==> src/rtl/ram_dp_bist.sv <==
// BIST initiator for ram_dp: bulk clear, zero check, pattern write on port A,
// pattern read-back on port B, with first-failure capture.
module ram_dp_bist #(
  parameter int              WIDTH  = 16,
  parameter int              DEPTH  = 16,
  parameter int              ADDR_W = 4,
  parameter logic [WIDTH-1:0] SEED  = 16'hA5A5,
  parameter int              CNT_W  = 8
) (
  input  logic              clk,
  input  logic              rst_n,
  input  logic              start,
  output logic              busy,
  output logic              done,
  output logic              pass,
  output logic [CNT_W-1:0]  err_count,
  output logic [ADDR_W-1:0] fail_addr,
  output logic [WIDTH-1:0]  fail_data,
  output logic              a_we,
  output logic [ADDR_W-1:0] a_addr,
  output logic [WIDTH-1:0]  a_din,
  output logic              b_we,
  output logic [ADDR_W-1:0] b_addr,
  output logic [WIDTH-1:0]  b_din,
  input  logic [WIDTH-1:0]  b_dout,
  output logic              clear_start,
  input  logic              clear_busy,
  input  logic              clear_done
);

  typedef enum logic [2:0] {
    S_IDLE,
    S_CLR_REQ,
    S_CLR_WAIT,
    S_ZCHK,
    S_WR,
    S_RD,
    S_FIN
  } state_e;

  localparam logic [ADDR_W-1:0] LAST = ADDR_W'(DEPTH - 1);

  function automatic logic [WIDTH-1:0] pat(
    input logic [ADDR_W-1:0] a
  );
    return SEED ^ WIDTH'(a);
  endfunction

  state_e             state_q, state_d;
  logic [ADDR_W-1:0]  cnt_q, cnt_d;
  logic               drain_q, drain_d;
  logic               cvld_q, cvld_d;
  logic [ADDR_W-1:0]  caddr_q, caddr_d;
  logic [WIDTH-1:0]   cexp_q, cexp_d;
  logic               busy_q, busy_d;
  logic               done_q, done_d;
  logic               pass_q, pass_d;
  logic [CNT_W-1:0]   err_q, err_d;
  logic [ADDR_W-1:0]  faddr_q, faddr_d;
  logic [WIDTH-1:0]   fdata_q, fdata_d;
  logic               awe_q, awe_d;
  logic [ADDR_W-1:0]  aaddr_q, aaddr_d;
  logic [WIDTH-1:0]   adin_q, adin_d;
  logic [ADDR_W-1:0]  baddr_q, baddr_d;
  logic               clr_q, clr_d;
  logic               mism;
  logic               issue_d;
  logic               unused_clear_busy;

  assign unused_clear_busy = clear_busy;

  assign mism = cvld_q && (b_dout != cexp_q);

  always_comb begin
    state_d = state_q;
    cnt_d   = cnt_q;
    drain_d = drain_q;
    cvld_d  = 1'b0;
    caddr_d = caddr_q;
    cexp_d  = cexp_q;
    busy_d  = busy_q;
    pass_d  = pass_q;
    err_d   = err_q;
    faddr_d = faddr_q;
    fdata_d = fdata_q;
    if (mism) begin
      if (err_q != '1) err_d = err_q + CNT_W'(1);
      if (err_q == '0) begin
        faddr_d = caddr_q;
        fdata_d = b_dout;
      end
    end
    unique case (state_q)
      S_IDLE: begin
        if (start) begin
          state_d = S_CLR_REQ;
          busy_d  = 1'b1;
          err_d   = '0;
          pass_d  = 1'b0;
          faddr_d = '0;
          fdata_d = '0;
          cnt_d   = '0;
          drain_d = 1'b0;
        end
      end
      S_CLR_REQ:  state_d = S_CLR_WAIT;
      S_CLR_WAIT: if (clear_done) state_d = S_ZCHK;
      S_ZCHK, S_RD: begin
        if (!drain_q) begin
          cvld_d  = 1'b1;
          caddr_d = cnt_q;
          cexp_d  = (state_q == S_ZCHK) ? '0 : pat(cnt_q);
          if (cnt_q == LAST) begin
            cnt_d   = '0;
            drain_d = 1'b1;
          end else begin
            cnt_d = cnt_q + ADDR_W'(1);
          end
        end else begin
          drain_d = 1'b0;
          state_d = (state_q == S_ZCHK) ? S_WR : S_FIN;
        end
      end
      S_WR: begin
        if (cnt_q == LAST) begin
          cnt_d   = '0;
          state_d = S_RD;
        end else begin
          cnt_d = cnt_q + ADDR_W'(1);
        end
      end
      S_FIN: begin
        busy_d  = 1'b0;
        pass_d  = (err_q == '0);
        state_d = S_IDLE;
      end
      default: state_d = S_IDLE;
    endcase
  end

  // RAM-side outputs are registered from the next state so they align
  // with the state they belong to.
  assign issue_d = ((state_d == S_ZCHK) || (state_d == S_RD)) && !drain_d;
  assign done_d  = (state_d == S_FIN);
  assign clr_d   = (state_d == S_CLR_REQ);
  assign awe_d   = (state_d == S_WR);
  assign aaddr_d = awe_d ? cnt_d : '0;
  assign adin_d  = awe_d ? pat(cnt_d) : '0;
  assign baddr_d = issue_d ? cnt_d : '0;

  always_ff @(posedge clk or negedge rst_n) begin
    if (!rst_n) begin
      state_q <= S_IDLE;
      cnt_q   <= '0;
      drain_q <= 1'b0;
      cvld_q  <= 1'b0;
      caddr_q <= '0;
      cexp_q  <= '0;
      busy_q  <= 1'b0;
      done_q  <= 1'b0;
      pass_q  <= 1'b0;
      err_q   <= '0;
      faddr_q <= '0;
      fdata_q <= '0;
      awe_q   <= 1'b0;
      aaddr_q <= '0;
      adin_q  <= '0;
      baddr_q <= '0;
      clr_q   <= 1'b0;
    end else begin
      state_q <= state_d;
      cnt_q   <= cnt_d;
      drain_q <= drain_d;
      cvld_q  <= cvld_d;
      caddr_q <= caddr_d;
      cexp_q  <= cexp_d;
      busy_q  <= busy_d;
      done_q  <= done_d;
      pass_q  <= pass_d;
      err_q   <= err_d;
      faddr_q <= faddr_d;
      fdata_q <= fdata_d;
      awe_q   <= awe_d;
      aaddr_q <= aaddr_d;
      adin_q  <= adin_d;
      baddr_q <= baddr_d;
      clr_q   <= clr_d;
    end
  end

  assign busy        = busy_q;
  assign done        = done_q;
  assign pass        = pass_q;
  assign err_count   = err_q;
  assign fail_addr   = faddr_q;
  assign fail_data   = fdata_q;
  assign a_we        = awe_q;
  assign a_addr      = aaddr_q;
  assign a_din       = adin_q;
  assign b_we        = 1'b0;
  assign b_addr      = baddr_q;
  assign b_din       = '0;
  assign clear_start = clr_q;

endmodule
==> config.mk <==
export PLATFORM = sky130hd
export DESIGN_NAME = ram_dp_bist
export DESIGN_NICKNAME = d
export VERILOG_FILES = /design/src/rtl/ram_dp_bist.sv
export SDC_FILE = /design/constraint.sdc
export NUM_CORES = 1
export LEC_CHECK = 0
export ABC_AREA = 1
export CAP_MARGIN = 20
export CORE_ASPECT_RATIO = 1.1
export CORE_MARGIN = 2
export CORE_UTILIZATION = 50
export DETAILED_ROUTE_END_ITERATION = 8
export GPL_TIMING_DRIVEN = 0
export PLACE_DENSITY = 0.94
export SLEW_MARGIN = 20
export SYNTH_ARGS = -nofsm -noshare
export SYNTH_HDL_FRONTEND = slang
export SYNTH_SLANG_ARGS = --single-unit
export TNS_END_PERCENT = 100
==> constraint.sdc <==
create_clock -name clk -period 2.87 [get_ports clk]
set_input_delay 0.4305 -clock clk [delete_from_list [all_inputs] [get_ports clk]]
set_output_delay 0.4305 -clock clk [all_outputs]
set_load 0.005 [all_outputs]
==> flow_metrics.tcl <==
set metrics [dict create \
    vias 2854 \
    hp-class "flop to flop" \
    netlist_area_mm2 0.00330 \
    drc_errors 0 \
    finalHoldViolCount 0 \
    diodes 0 \
    clockRootBuffer "clkbuf_8" \
    r2r_cells 8 \
    drt_iter0_drc 180 \
    pre_cts_slack_ns 0.732 \
    synth_area_leaders "dfrtp_1 (46%), nand2_1 (13%), buf_4 (7.1%), nor2_1 (7.1%), inv_1 (6.3%)" \
    dp_hpwl_mm 5.27 \
    numPortBuffers 70 \
    layout.nets 550 \
    synth.distinct_cells 36 \
    die_area_mm2 0.00726 \
    start_util 0.509 \
    place_congestion 0.914 \
    fin_ws_ns 1.02 \
    synth_edf_count 0 \
    cts_resized 0 \
    post-route-min-period_ns 1.85 \
    synth_top_area_cell "dfrtp_1" \
    leakage_uw 0.00239 \
    cp_num_buf_inv 2 \
    grt-ovfl-total 0 \
    critPathCaptureType "primary output" \
    rsz0062_at_grt "no" \
    rows 31 \
    setup_viol 0 \
    htreeDepth 3 \
    die_w_um 81.4 \
    crit_family "buffers and inverters" \
    cp-startpoint "a_din[13]$_DFF_PN0_" \
    syn_inst 421 \
    yosysSeqAreaShare 0.463 \
    grt_pass1_wl_mm 11.6 \
    fin_cells 613 \
    critPathMaxFanout 7 \
    hold_ws_ns 0.471 \
    routedWlPerCell_um 11.6 \
    reg2reg_to "b_addr[2]$_DFF_PN0_" \
    net-switching-power_uw 1360 \
    power.total_uw 3680 \
    drv_cap 0 \
    cp_cell_sequence "buf_4 > clkdlybuf4s50_1" \
    seq_area_mm2 0.00153 \
    drt_pass1_iterations 5 \
    clockPowerShare 0.169 \
    status "finished clean" \
    multi_input_area_mm2 0.00132 \
    drive_above_1_share 0.168 \
    power_frac_seq 0.388 \
    grt_max_degree 52 \
    peakVddDrop_v 0.000452 \
    skew_ns 0.00454 \
    antenna_found_initial 0 \
    critPathMaxStageDelay_ns 0.49 \
    ys.flop_type "dfrtp_1" \
    worstPathRequired_ns 2.44 \
    clockBufferDepth 2 \
    ant_nets 0 \
    r2r-start "cnt_q[0]$_DFF_PN0_" \
    area_growth_pct 32.6 \
    power_density_mw_per_mm2 842 \
    cp_data_arrival_time_ns 1.42 \
    synth_top_area_share 0.463 \
    rrSetupSlack_ns 1.15 \
    clkSinkCount 61 \
    die_h_um 89.2 \
    cp-start-kind "flop" \
    numCtsBuffers 9 \
    clk_pin_slew_ns 0.06 \
    slowest_stage "clkdlybuf4s50_1" \
    setup_tns_ns 0 \
    grt_pass1_vias 2650 \
    critPathKind "flop to primary output" \
    synth-seq-cells 61 \
    min-delay-start "busy$_DFFE_PN0P_" \
    swShare 0.371 \
    core_area_mm2 0.00648 \
    fmaxAchievable_mhz 540 \
    p_comb_frac 0.443 \
    routed_wl_mm 7.13 \
    clkLatencyLatePin_ns 0.33 \
    dp_cells 596 \
    final_max_slew_viol_count 0 \
    cp.depth 2 \
    synth-async-reset-ratio 1.00 \
    yosysWarnings 0 \
    pin_count 95 \
    grt.total_usage 0.209 \
    crit_end "a_din[8]" \
    syn_avg_cell_area_um2 7.83 \
    fin_crit_sh 0.645 \
    nFillCells 496 \
    vias_per_cell 4.66 \
    internal-power_uw 2320 \
    cts_tree "yes" \
]
==> power by group through the flow <==
| stage | sequential [uW] | clock, uW | combinational [uW] |
|---|---|---|---|
| 4_1_cts | 1430 | 643 | 1640 |
| 3_5_place_dp | 1440 | 0 | 1630 |
| 3_3_place_gp | 1420 | 0 | 1560 |
| 2_1_floorplan | 1420 | 0 | 909 |
| 5_1_grt | 1470 | 688 | 1840 |
| 6_report | 1430 | 622 | 1630 |
==> what timing repair did <==
action | CTS | global route
hold endpoints to repair | 10 | 0
hold buffers | 1 | 0
setup buffers | 0 | 0
setup endpoints to repair | 0 | 0
==> sequential cells by signal, summed over array words and instances (netlist names), 3 cells and up <==
name and count:
fail_addr 4, caddr_q 4, cnt_q 4, cexp_q 5, state_q 3, err_count 8, b_addr 4, fail_data 16
a_din 4, a_addr 3
==> area by class of cell <==
class	instances	area share
flip-flops and latches	61	0.349
multi-input cells	278	0.303
repair buffers	72	0.168
plain buffers	41	0.0673
inverters	63	0.0541
clock buffers	14	0.0326
well taps	82	0.0235
clock inverters	2	0.00229
==> placed cells by master (no fill, tap or decap), types with 2 or more instances in the layout <==
cell type	n
nand2_1	117
clkdlybuf4s50_1	69
nor2_1	62
dfrtp_1	61
inv_1	55
buf_4	32
conb_1	23
nand3_1	19
nor2_2	9
clkbuf_8	9
inv_2	8
buf_2	7
clkbuf_1	6
nand3_2	5
nand2_2	4
o22ai_1	4
nand2_4	3
xor2_1	3
a21oi_1	3
a2bb2oi_1	3
ha_1	3
buf_6	2
o21ai_0	2
nand4_1	2
o211ai_1	2
nor3_1	2
clkinv_2	2
==> how the worst min path moves through the flow <==
| stage | to | slack (ns) | depth (start not counted) |
|---|---|---|---|
| 2_1_floorplan | a_addr[0]$_DFF_PN0_ | 0.13 | 0 |
| 3_3_place_gp | busy$_DFFE_PN0P_ | 0.46 | 2 |
| 3_5_place_dp | fail_data[12]$_DFF_PN0_ | 0.29 | 1 |
| 4_1_cts | fail_data[12]$_DFF_PN0_ | 0.48 | 2 |
| 5_1_grt | fail_data[14]$_DFF_PN0_ | 0.48 | 2 |
| 6_report | busy$_DFFE_PN0P_ | 0.47 | 2 |
==> synthesized netlist by cell type, types with 3 or more instances <==
master       n
nand2_1    117
nor2_1      62
dfrtp_1     61
inv_1       55
buf_4       31
nand3_1     19
nor2_2       9
inv_2        8
buf_2        7
nand3_2      5
nand2_2      4
o22ai_1      4
a21oi_1      3
a2bb2oi_1    3
ha_1         3
nand2_4      3
xor2_1       3
==> layer usage <==
layer  track usage  vias to the layer above  routed length, um
met2         0.355                       95               3570
met1         0.247                     1326               3000
li1              -                     1423                  -
met3        0.0616                       10                469
met5             0                        -                  0
met4        0.0847                        0                 95
==> stage by stage <==
stage	area, um2	utilization
6_report	4370	0.675
5_1_grt	4370	0.675
4_1_cts	4370	0.675
3_5_place_dp	4210	0.650
3_3_place_gp	4180	0.646
2_1_floorplan	3380	-
==> worst reg2reg max path: cells and delay by family, from the launching register on <==
family	cells	cell delay, ns
AND/OR/NAND/NOR	5	0.68
flip-flops	1	0.45
adder cells (fa/ha/maj)	1	0.25
buffers and inverters	1	0.15
AO/OA/AOI/OAI	1	0.09
==> cell families after synthesis <==
group	synth area share
and+or+nand+nor	0.311
buffers and inverters	0.161
DFF	0.463
AOI/OAI and AO/OA	0.0421
xor gates and xnor gates	0.0106
adders and majority gates	0.0114
other	0.00114
No activity file was read; power rests on OpenSTA's default activity.
